--- src/rtl/fp_vec_pkg.sv ---
// fp_vec_pkg: shared FSM state type and default operand-pair table for fp_vector_streamer
// Contents: state_t (IDLE/FETCH/SEND/FINISH), vec_word(idx) -> {op_a, op_b}, zero past the table
package fp_vec_pkg;
  typedef enum logic [1:0] {IDLE, FETCH, SEND, FINISH} state_t;
  localparam int VEC_WIDTH = 64;
  function automatic logic [VEC_WIDTH-1:0] vec_word(input logic [31:0] idx);
    case (idx)
      32'd0:   return 64'h3f800000_40000000;
      32'd1:   return 64'hbf800000_3f800000;
      32'd2:   return 64'hc2de8000_45155e00;
      32'd3:   return 64'h6b64b235_6ac49214;
      32'd4:   return 64'h2ac49214_6ac49214;
      32'd5:   return 64'hbfc66666_3fc7ae14;
      32'd6:   return 64'hc565ee8b_4565ee8a;
      32'd7:   return 64'h447a4efa_c47a1ccd;
      32'd8:   return 64'h00000000_00000000;
      32'd9:   return 64'h00000000_40a00000;
      32'd10:  return 64'h38108900_bb908900;
      default: return '0;
    endcase
  endfunction
endpackage

--- src/rtl/fp_vec_rom.sv ---
// fp_vec_rom: constant operand-pair ROM with registered read, contents from fp_vec_pkg
// Ports: clk, reset (sync, active-low, clears data_o), en_i (load read register),
//        addr_i (table index), data_o (registered word; addresses >= DEPTH read as zero)
module fp_vec_rom
  import fp_vec_pkg::*;
#(
  parameter int WIDTH = 64,
  parameter int DEPTH = 11,
  parameter int AW    = 4
) (
  input  logic             clk,
  input  logic             reset,
  input  logic             en_i,
  input  logic [AW-1:0]    addr_i,
  output logic [WIDTH-1:0] data_o
);
  always_ff @(posedge clk)
    if (!reset) data_o <= '0;
    else if (en_i) data_o <= (32'(addr_i) < DEPTH) ? WIDTH'(vec_word(32'(addr_i))) : '0;
endmodule

--- src/rtl/fp_vector_streamer.sv ---
// fp_vector_streamer: streams the operand-pair table over valid/ready, single pass or looping
// Ports: clk, reset (sync, active-low); start/loop/stop commands; out_valid/out_ready handshake;
//        op_a/op_b/index presented pair; busy (not IDLE); done (one-cycle end-of-pass pulse);
//        pass_cnt (completed passes since start, wrapping)
module fp_vector_streamer
  import fp_vec_pkg::*;
#(
  parameter int OP_WIDTH   = 32,
  parameter int DEPTH      = 11,
  parameter int ADDR_WIDTH = 4,
  parameter int PASS_WIDTH = 8
) (
  input  logic                  clk,
  input  logic                  reset,
  input  logic                  start,
  input  logic                  loop,
  input  logic                  stop,
  output logic                  out_valid,
  input  logic                  out_ready,
  output logic [OP_WIDTH-1:0]   op_a,
  output logic [OP_WIDTH-1:0]   op_b,
  output logic [ADDR_WIDTH-1:0] index,
  output logic                  busy,
  output logic                  done,
  output logic [PASS_WIDTH-1:0] pass_cnt
);
  localparam logic [ADDR_WIDTH-1:0] LAST = ADDR_WIDTH'(DEPTH - 1);
  state_t                  state_q, state_d;
  logic                    loop_q, loop_d;
  logic [ADDR_WIDTH-1:0]   rd_addr_q, rd_addr_d, index_q, index_d;
  logic [PASS_WIDTH-1:0]   pass_q, pass_d;
  logic                    go, hs, last;
  logic [2*OP_WIDTH-1:0]   pair;
  // the ROM read register is the op_a/op_b output register; it loads during FETCH
  fp_vec_rom #(.WIDTH(2*OP_WIDTH), .DEPTH(DEPTH), .AW(ADDR_WIDTH)) u_rom (
    .clk    (clk),
    .reset  (reset),
    .en_i   (state_q == FETCH),
    .addr_i (rd_addr_q),
    .data_o (pair)
  );
  always_ff @(posedge clk)
    if (!reset) begin
      state_q   <= IDLE;
      loop_q    <= 1'b0;
      rd_addr_q <= '0;
      index_q   <= '0;
      pass_q    <= '0;
    end else begin
      state_q   <= state_d;
      loop_q    <= loop_d;
      rd_addr_q <= rd_addr_d;
      index_q   <= index_d;
      pass_q    <= pass_d;
    end
  // stop beats both a pending start and a simultaneous handshake
  always_comb begin
    go        = state_q == IDLE && start && !stop;
    hs        = state_q == SEND && out_ready && !stop;
    last      = index_q == LAST;
    state_d   = stop               ? IDLE :
                state_q == IDLE    ? (start ? FETCH : IDLE) :
                state_q == FETCH   ? SEND :
                state_q == SEND    ? (!out_ready ? SEND : (!last || loop_q) ? FETCH : FINISH) :
                IDLE;
    loop_d    = go ? loop : loop_q;
    rd_addr_d = go ? '0 : hs ? (last ? '0 : rd_addr_q + ADDR_WIDTH'(1)) : rd_addr_q;
    index_d   = state_q == FETCH ? rd_addr_q : index_q;
    pass_d    = go ? '0 : (hs && last) ? pass_q + PASS_WIDTH'(1) : pass_q;
  end
  always_comb begin
    out_valid = state_q == SEND;
    busy      = state_q != IDLE;
    done      = state_q == FINISH;
    op_a      = pair[2*OP_WIDTH-1:OP_WIDTH];
    op_b      = pair[OP_WIDTH-1:0];
    index     = index_q;
    pass_cnt  = pass_q;
  end
endmodule

--- config.mk ---
export PLATFORM = sky130hd
export DESIGN_NAME = fp_vector_streamer
export DESIGN_NICKNAME = d
export VERILOG_FILES = /design/src/rtl/fp_vec_pkg.sv /design/src/rtl/fp_vec_rom.sv /design/src/rtl/fp_vector_streamer.sv
export SDC_FILE = /design/constraint.sdc
export NUM_CORES = 1
export LEC_CHECK = 0
export ABC_AREA = 1
export CORE_MARGIN = 4
export CORE_UTILIZATION = 45
export DETAILED_ROUTE_END_ITERATION = 7
export GPL_TIMING_DRIVEN = 1
export PLACE_DENSITY = 0.75
export SLEW_MARGIN = 20
export SYNTH_ARGS = -nofsm -noshare
export SYNTH_HDL_FRONTEND = slang
export SYNTH_SLANG_ARGS = --single-unit
--- constraint.sdc ---
create_clock -name clk -period 2.4 [get_ports clk]
set_clock_uncertainty 0.05 [all_clocks]
set_input_delay 0.36 -clock clk [delete_from_list [all_inputs] [get_ports clk]]
set_output_delay 0.36 -clock clk [all_outputs]
set_load 0.02 [all_outputs]
# Yosys cells after proc, flatten, opt, wreduce, memory -nomap -nowiden
# Memories as Yosys holds them, arrays and structs flattened. A register that Yosys moved wholly into a read port is not among the register bits.
# Index checks and enable logic that the tools add are counted.
op_classes:
  addsub: 2
  magnitude_cmp: 1
  n_eq_ne: 4
  mux: 10
  n_bitwise: 1
  n_reduce_logical: 12
ops:
  columns: ["cell", "count"]
  rows:
  - ["64-bit 2-to-1 mux", 1]
  - ["4-bit 2-to-1 mux", 3]
  - ["2-bit 2-to-1 mux", 5]
  - ["8-bit by 1-bit adder with 8-bit output, second input constant", 1]
  - ["1-bit logical AND", 5]
  - ["4-bit by 1-bit adder with 4-bit output, second input constant", 1]
  - ["2-bit == test, second input constant", 2]
  - ["4-bit == test, second input constant", 1]
  - ["4-bit < comparator, second input constant", 1]
  - ["2-bit OR reduction", 2]
  - ["2-bit by 1-bit == test with 1-bit output, second input constant", 1]
  - ["1-bit zero test", 2]
  - ["2-bit zero test", 1]
  - ["2-bit nonzero test", 1]
  - ["1-bit logical OR", 1]
  - ["1-bit 2-to-1 mux", 1]
  - ["1-bit inverter", 1]
word_totals:
  reg_bits: 83
  rom_bits: 1008
  in_bits: 6
  out_inout_bits: 79
  word_cells: 37
  memories: 1
mem_list:
  columns: ["memory", "depth", "width", "read_ports", "rd_ports_with_merged_regs", "wr", "line_no", "rtl"]
  rows:
  - ["(no name shown)", 16, 63, 1, 1, 0, "fp_vec_pkg.sv:7", "case (idx)"]

# Depth between registers and ports, before layout
# Gate-level depths: netlist (run 1).
depth:
  ltp_word: 8
  ltp_mapped: 13
  depth_no_buf: 12

# Modules after synthesis
# Synthesis (run 1) repeated with hierarchy kept, for this count alone.
unflattened:
  hier_cells: 397
  area_unflattened_um2: 2990.4
by_module_without_submodules:
  columns: ["mod", "n_inst", "cells_per_inst", "area_each_um2", "seq_area_each_um2"]
  rows:
  - ["fp_vec_rom", 1, 267, 2079.5, 900.9]
  - ["fp_vector_streamer", 1, 130, 910.9, 380.4]

# Least setup slack after synthesis (run 1)
# Ideal clock, no wire load.
synth_path:
  path_type: "register -> register"
  startpoint: "register state_q[1]"
  endpoint: "register with a tool-made name"
  setup_time_ns: 0.123
  arrival_ns: 1.732
  t_required_ns: 2.227
  slack_ns: 0.495
  stages_incl_launch_ff: 12
  n_path_buf: 1
  synth_period_minus_slack_ns: 1.905
  cell_sequence: "dfxtp_1 -> inv_1 -> nor2_1 -> nand4_1 -> nand2_1 -> nand2_1 -> ha_1 -> nand2_1 -> inv_2 -> nand2_1 -> buf_6 -> nand3_1"
synth_lines:
  columns: ["item", "line_no", "rtl"]
  rows:
  - ["from (decl)", "fp_vector_streamer.sv:28", "state_t state_q, state_d;"]
  - ["from (signal assigned)", "fp_vector_streamer.sv:50", "state_q <= state_d;"]

# Worst setup path after layout (run 1)
layout_path:
  startpoint: "register state_q[1]"
  endpoint: "output out_valid"
layout_via:
  elab_chain_len: 1
layout_rtl:
  columns: ["item", "line_no", "rtl"]
  rows:
  - ["2-bit == test", "fp_vector_streamer.sv:72", "out_valid = state_q == SEND;"]
  - ["to (decl)", "fp_vector_streamer.sv:18", "output logic out_valid,"]
# Every way passes these cells.

==> out/metrics.cfg, run 1 <==
[yosys]
synth_seq_cells=109
synthCells=511
synth_area_per_cell_um2=8.09
yosysUniqueCellTypes=28
synth-async-reset-ratio_pct=0
synth-seq-area-share_pct=52.8
synth_area_um2=4140
synth-edff-count=0
synthTopCellsByArea=dfxtp_1 53%, nand2_1 10%, a21oi_1 7.7%
synthFlopType=dfxtp_1
synth_top_area_share_pct=52.8
post-synth-top-area-cell=dfxtp_1
syn_nets=527
yosysWarningCount=0

[run]
drv_cap=0

[final_layout]
fill_cells=819
multi_input_area_um2=1570
area_delta_synth_final_pct=26.7
layout-drive-gt1-share_pct=9.18
layout_common_cells=110 x nand2_1, 109 x dfxtp_1, 83 x clkdlybuf4s50_1
stdcell_count=696
ff_latch_area_um2=2180
post-route-util_pct=59.2
final_common_cell=nand2_1
nets=599
num_antenna_cells=0
fin_area_um2=5240

[route]
vias=3421
post_drt_wl_per_cell_um=13.2
wl_met2_mm=4.38
routedLengthMet1_mm=4.15
viasPerCell=4.92
wl_met3_um=526
wl_mm=9.18
first_pass_iters=4
drc_errors=0
ant_nets=0
drt_iter0_drc=122
top_layer=met4

[floorplanning]
dieArea_um2=10800
core_um2=8850
io_pins=85
start_util_pct=46.7
num_rows=34
fp.dieW_um=104
die_height_um=104

[clocking]
cts_tree=built
cts-root-buf=clkbuf_8
htreeDepth=3
cts_made_buffers=9
clk_latency_ns=0.36
path_clk_slew_ns=0.10
cts_buffer_depth=2
holdBufCountCts=0
post-cts-setup-buffer-count=0
cts_sinks=109
ctsResizeCount=0

[sta]
slew_violations=0
setup_viol=0
period_needed_ns=2.15
fmax_mhz=466
hold_viol_final=0
fin_crit_sh_pct=89.5
grt_setup_unrepaired=false

[grt]
grt_pass1_vias=3316
gr-total-overflow=0
grt_pass1_wl_mm=15.2
grt_antenna_before_repair=0
grt.total_usage_pct=17.0
grt_max_degree=100

[placement]
numPortBuffers=83
place_inst=680
dpl_cell_area_um2=5030
gp_congestion=0.885
dp_hpwl_mm=6.51

[pwr]
powerDensity_nw_per_um2=634
irDropWorstVdd_v=0.000300
finalPower_mw=3.32
p_leak_nw=2.26

[critical_path]
crit_required_ns=1.99
cp-end-kind=output pin
worstPathMaxFanout=6
worstPathArrival_ns=1.74
critPathKind=reg -> out
startpoint_type=flop

[run_status]
outcome=complete, no violations

[min_path]
hold_path_class=reg -> reg

[cell usage after synthesis (2+ instances only)]
| master | instances |
|---|---|
| nand4_1 | 3 |
| nor3_1 | 2 |
| ha_1 | 10 |
| nor2_4 | 2 |
| inv_2 | 2 |
| nand2_1 | 110 |
| o21ai_0 | 57 |
| nor2_2 | 2 |
| nand2_2 | 4 |
| nand3_2 | 3 |
| clkbuf_1 | 17 |
| nor2_1 | 39 |
| buf_4 | 21 |
| a21oi_1 | 64 |
| nand3_1 | 18 |
| buf_2 | 3 |
| inv_1 | 34 |
| dfxtp_1 | 109 |
| nand3b_1 | 2 |
[area by class of cell]
class	instances	area share, %
clock inverter	5	1.27
timing repair buffer	104	19.1
multi-input combinational	322	30.0
inverter	37	2.70
clock buffer	11	2.70
tap	108	2.58
sequential	109	41.6
[stage by stage]
| stage | TNS [ns] | worst slack, ns | hold slack (ns) |
|---|---|---|---|
| 6_report | 0 | 0.253 | 0.397 |
| 5_1_grt | 0 | 0.0933 | 0.411 |
| 4_1_cts | 0 | 0.225 | 0.395 |
| 3_5_place_dp | -0.0209 | -0.0114 | 0.384 |
| 3_3_place_gp | 0 | 0.0447 | 0.383 |
| 2_1_floorplan | 0 | 0.495 | 0.370 |
[cells by family (layout without fill, tap and decap cells)]
logic type	count (synthesis)	count (layout)	synth area share [%]
AO/OA/AOI/OAI	123	123	15.0
XOR/XNOR	2	2	0.424
adder cells (fa/ha/maj)	10	10	3.02
buffers and inverters	80	157	9.50
flip-flops	109	109	52.8
other	1	1	0.0907
AND/OR/NAND/NOR	186	186	19.2
[critical path: stages, from the launching register on]
cell             delay [ns]
dfxtp_1                0.49
inv_1                  0.07
nor2_1                 0.17
clkdlybuf4s50_1        0.64
[routing by layer]
| metal | global-route usage, % | vias up |
|---|---|---|
| li1 | - | 1771 |
| met1 | 21.2 | 1547 |
| met2 | 28.6 | 90 |
| met3 | 4.47 | 13 |
| met4 | 5.89 | 0 |
| met5 | 0 | - |
[path summary, 6_finish.rpt]
kind	to	from	depth (start not counted)	slack, ns
worst max-delay path	out_valid	state_q[1]	3	0.25
worst min-delay path	u_rom.data_o[47]	flop	2	0.40
worst max register to register	flop	state_q[1]	11	0.30
worst min register to register	u_rom.data_o[47]	flop	2	0.40
[power by group]
| part | internal [mW] | switching, mW |
|---|---|---|
| combinational | 0.137 | 0.172 |
| sequential | 1.86 | 0.0267 |
| clock | 0.525 | 0.606 |
| total | 2.52 | 0.805 |
Note: power is estimated with default switching activity, not from simulation.
==> inputs of run 2 (changes only) <==
--- a/config.mk
+++ b/config.mk
@@ -9,7 +9,7 @@
 export CORE_MARGIN = 4
 export CORE_UTILIZATION = 45
 export DETAILED_ROUTE_END_ITERATION = 7
-export GPL_TIMING_DRIVEN = 1
+export GPL_TIMING_DRIVEN = 0
 export PLACE_DENSITY = 0.75
 export SLEW_MARGIN = 20
 export SYNTH_ARGS = -nofsm -noshare
==> run 2 against run 1 <==
Compared with the run above:
- fmax fell by 4.4%
- non-clock buffer count rose by 22
- highest routed layer unchanged
- wire length is 6.1% higher
- combinational power rose by 7.7%
==> out/metrics.cfg, run 2 (synthesis gave the netlist of run 1 again) <==
[sta]
tightest_slew_ns=0.774
final.setup.tns_ns=0  ; unchanged
hold_viol_final=0  ; unchanged
relSlewSlack_pct=48.0
hold_slack_ns=0.387  ; was 0.397 ns
period_needed_ns=2.25  ; was 2.15 ns
setup_viol=0  ; unchanged
grt_setup_unrepaired=false  ; unchanged
fin_crit_sh_pct=93.6  ; was 89.5%
worst_slack_ns=0.154  ; was 0.253 ns
fmax_mhz=445  ; was 466 MHz
slew_violations=0  ; unchanged

[critical_path]
crit_top_cell=nand2_1
path_depth=12  ; was 3
cp-end-kind=flop  ; was output pin
startpoint_type=input port  ; was flop
worstPathCellList=clkdlybuf4s50_1, inv_1, nand3_2, nand2_2, nor2_1, nand2_1, ha_1, nand2_1, inv_2, nand2_1, buf_6, nand3_1  ; was inv_1, nor2_1, clkdlybuf4s50_1
crit_family=simple AND/OR/NAND/NOR gates  ; was buffers and inverters
cp_slowest_stage_delay_ns=0.53  ; was 0.64 ns
critPathKind=in -> reg  ; was reg -> out
crit_required_ns=2.59  ; was 1.99 ns
cp_num_buf_inv=4  ; was 2
cp_slowest_cell=clkdlybuf4s50_1  ; unchanged
worstPathArrival_ns=2.44  ; was 1.74 ns
reg2regPathDepth=11  ; unchanged
worstPathMaxFanout=10  ; was 6

[route]
drt_iter0_drc=172  ; was 122
first_pass_iters=5  ; was 4
viasPerCell=5.04  ; was 4.92
vias=3617  ; was 3421
post_drt_wl_per_cell_um=13.6  ; was 13.2 µm
wl_mm=9.73  ; was 9.18 mm
ant_nets=0  ; unchanged
drc_errors=0  ; unchanged

[clocking]
cts_sinks=109  ; unchanged
path_clk_slew_ns=0.10  ; about the same
cts-root-buf=clkbuf_8  ; unchanged
post-cts-setup-buffer-count=0  ; unchanged
clk_latency_ns=0.36  ; about the same
htreeDepth=3  ; unchanged
holdBufCountCts=0  ; unchanged
cts_made_buffers=9  ; unchanged
cts_buffer_depth=2  ; unchanged
cts_tree=built  ; unchanged

[pwr]
powerDensity_nw_per_um2=633  ; was 634 nW/µm²
power_switching_uw=833  ; was 805 µW
power.share.clock_pct=34.1  ; was 34.0%
p_sw_share_pct=24.8  ; was 24.2%
combinationalPowerShare_pct=9.9  ; was 9.3%
internal_power_mw=2.53  ; was 2.52 mW
irDropWorstVdd_v=0.000303  ; was 0.000300 V
power_frac_seq_pct=56.0  ; was 56.7%
p_leak_nw=2.31  ; was 2.26 nW

[final_layout]
nets=621  ; was 599
num_antenna_cells=0  ; unchanged
layout-drive-gt1-share_pct=9.84  ; was 9.18%
ff_latch_area_um2=2180  ; unchanged
multi_input_area_um2=1570  ; about the same
area_delta_synth_final_pct=28.6  ; was 26.7%
fin_area_um2=5320  ; was 5240 µm²
layout_common_cells=109 x nand2_1, 109 x dfxtp_1, 82 x clkdlybuf4s50_1  ; was 110 x nand2_1, 109 x dfxtp_1, 83 x clkdlybuf4s50_1
post-route-util_pct=60.1  ; was 59.2%
fill_cells=795  ; was 819

[run]
drv_cap=0  ; unchanged

[placement]
post-place-ws_ns=-0.384  ; was -0.0114 ns
dp_hpwl_mm=7.17  ; was 6.51 mm
dpl_cell_area_um2=5100  ; was 5030 µm²
gp_congestion=0.866  ; was 0.885
numPortBuffers=83  ; unchanged

[floorplanning]
dieArea_um2=10800  ; unchanged
die_height_um=104  ; unchanged
num_rows=34  ; unchanged
fp.dieW_um=104  ; unchanged
io_pins=85  ; unchanged
start_util_pct=46.7  ; unchanged
core_um2=8850  ; unchanged

[grt]
gr-total-overflow=0  ; unchanged
grt_pass1_vias=3443  ; was 3316
grt_antenna_before_repair=0  ; unchanged
grt_pass1_wl_mm=16.1  ; was 15.2 mm
grt_max_degree=19  ; was 100
grt.total_usage_pct=17.9  ; was 17.0%

[min_path]
hold_path_class=reg -> reg  ; unchanged
hold_path_depth=2  ; unchanged

[run_status]
outcome=complete, no violations  ; unchanged

==> run 2: cell count changes in the layout (fill, tap and decap cells not counted), sizes merged <==
cell,previous run,this run
clkbuf,11,27
inv,39,40
clkinv,1,2
clkinvlp,1,0
clkdlybuf4s50,83,82
buf,21,26
dlygate4sd2,0,1
==> run 2: layout make-up <==
type                            instances  share of cell area [%]
Timing Repair Buffer                   83                    15.6
Multi-Input combinational cell        322                    29.6
Clock buffer                           10                    2.59
Tap cell                              108                    2.54
Inverter                               37                    2.66
Clock inverter                          6                    1.29
Buffer                                 43                    4.73
Sequential cell                       109                    41.0
==> run 2: tightest hold or removal path, delay by kind of cell, from the launching register on <==
family,cells,cell delay [ns]
flops,1,0.31
simple gates,1,0.05
compound gates,1,0.05
==> run 2: through the flow <==
| step | total power, mW | std cells |
|---|---|---|
| 2_1_floorplan | 2.10 | 511 |
| 3_3_place_gp | 2.25 | 702 |
| 3_5_place_dp | 2.26 | 702 |
| 4_1_cts | 3.38 | 718 |
| 5_1_grt | 3.48 | 718 |
| 6_report | 3.36 | 718 |
==> run 2: power groups by stage <==
stage / registers, mW / clock network [mW] / logic (mW)
finish: 1.88 / 1.15 / 0.334
global route: 1.89 / 1.23 / 0.358
CTS: 1.88 / 1.15 / 0.336
detailed placement: 1.93 / 0 / 0.335
global placement: 1.92 / 0 / 0.330
floorplan: 1.97 / 0 / 0.130
==> run 2: final timing paths <==
kind / start / endpoint / slack (ns)
setup / recovery: stop / flop / 0.15
hold / removal: flop / u_rom.data_o[60] / 0.39
setup reg to reg: state_q[1] / flop / 0.26
hold reg to reg: flop / u_rom.data_o[60] / 0.39
==> run 2: metal layers <==
metal,track usage (%),vias to the layer above,part of all wire (%)
met1,23.6,1707,46
met4,5.51,0,0.50
met5,0,-,0
li1,-,1814,-
met3,4.03,4,5.1
met2,29.2,92,48
==> run 2: timing repair <==
| item | CTS | global route |
|---|---|---|
| cloned | 0 | 0 |
| setup endpoints to repair | 1 | 20 |
| gates resized for setup | 1 | 3 |
==> inputs of run 3 (changes only) <==
--- a/config.mk
+++ b/config.mk
@@ -11,7 +11,6 @@
 export DETAILED_ROUTE_END_ITERATION = 7
 export GPL_TIMING_DRIVEN = 0
 export PLACE_DENSITY = 0.75
-export SLEW_MARGIN = 20
 export SYNTH_ARGS = -nofsm -noshare
 export SYNTH_HDL_FRONTEND = slang
 export SYNTH_SLANG_ARGS = --single-unit
==> results of run 3 <==
No change in the layout: final DEF, timing and power equal those of run 2.
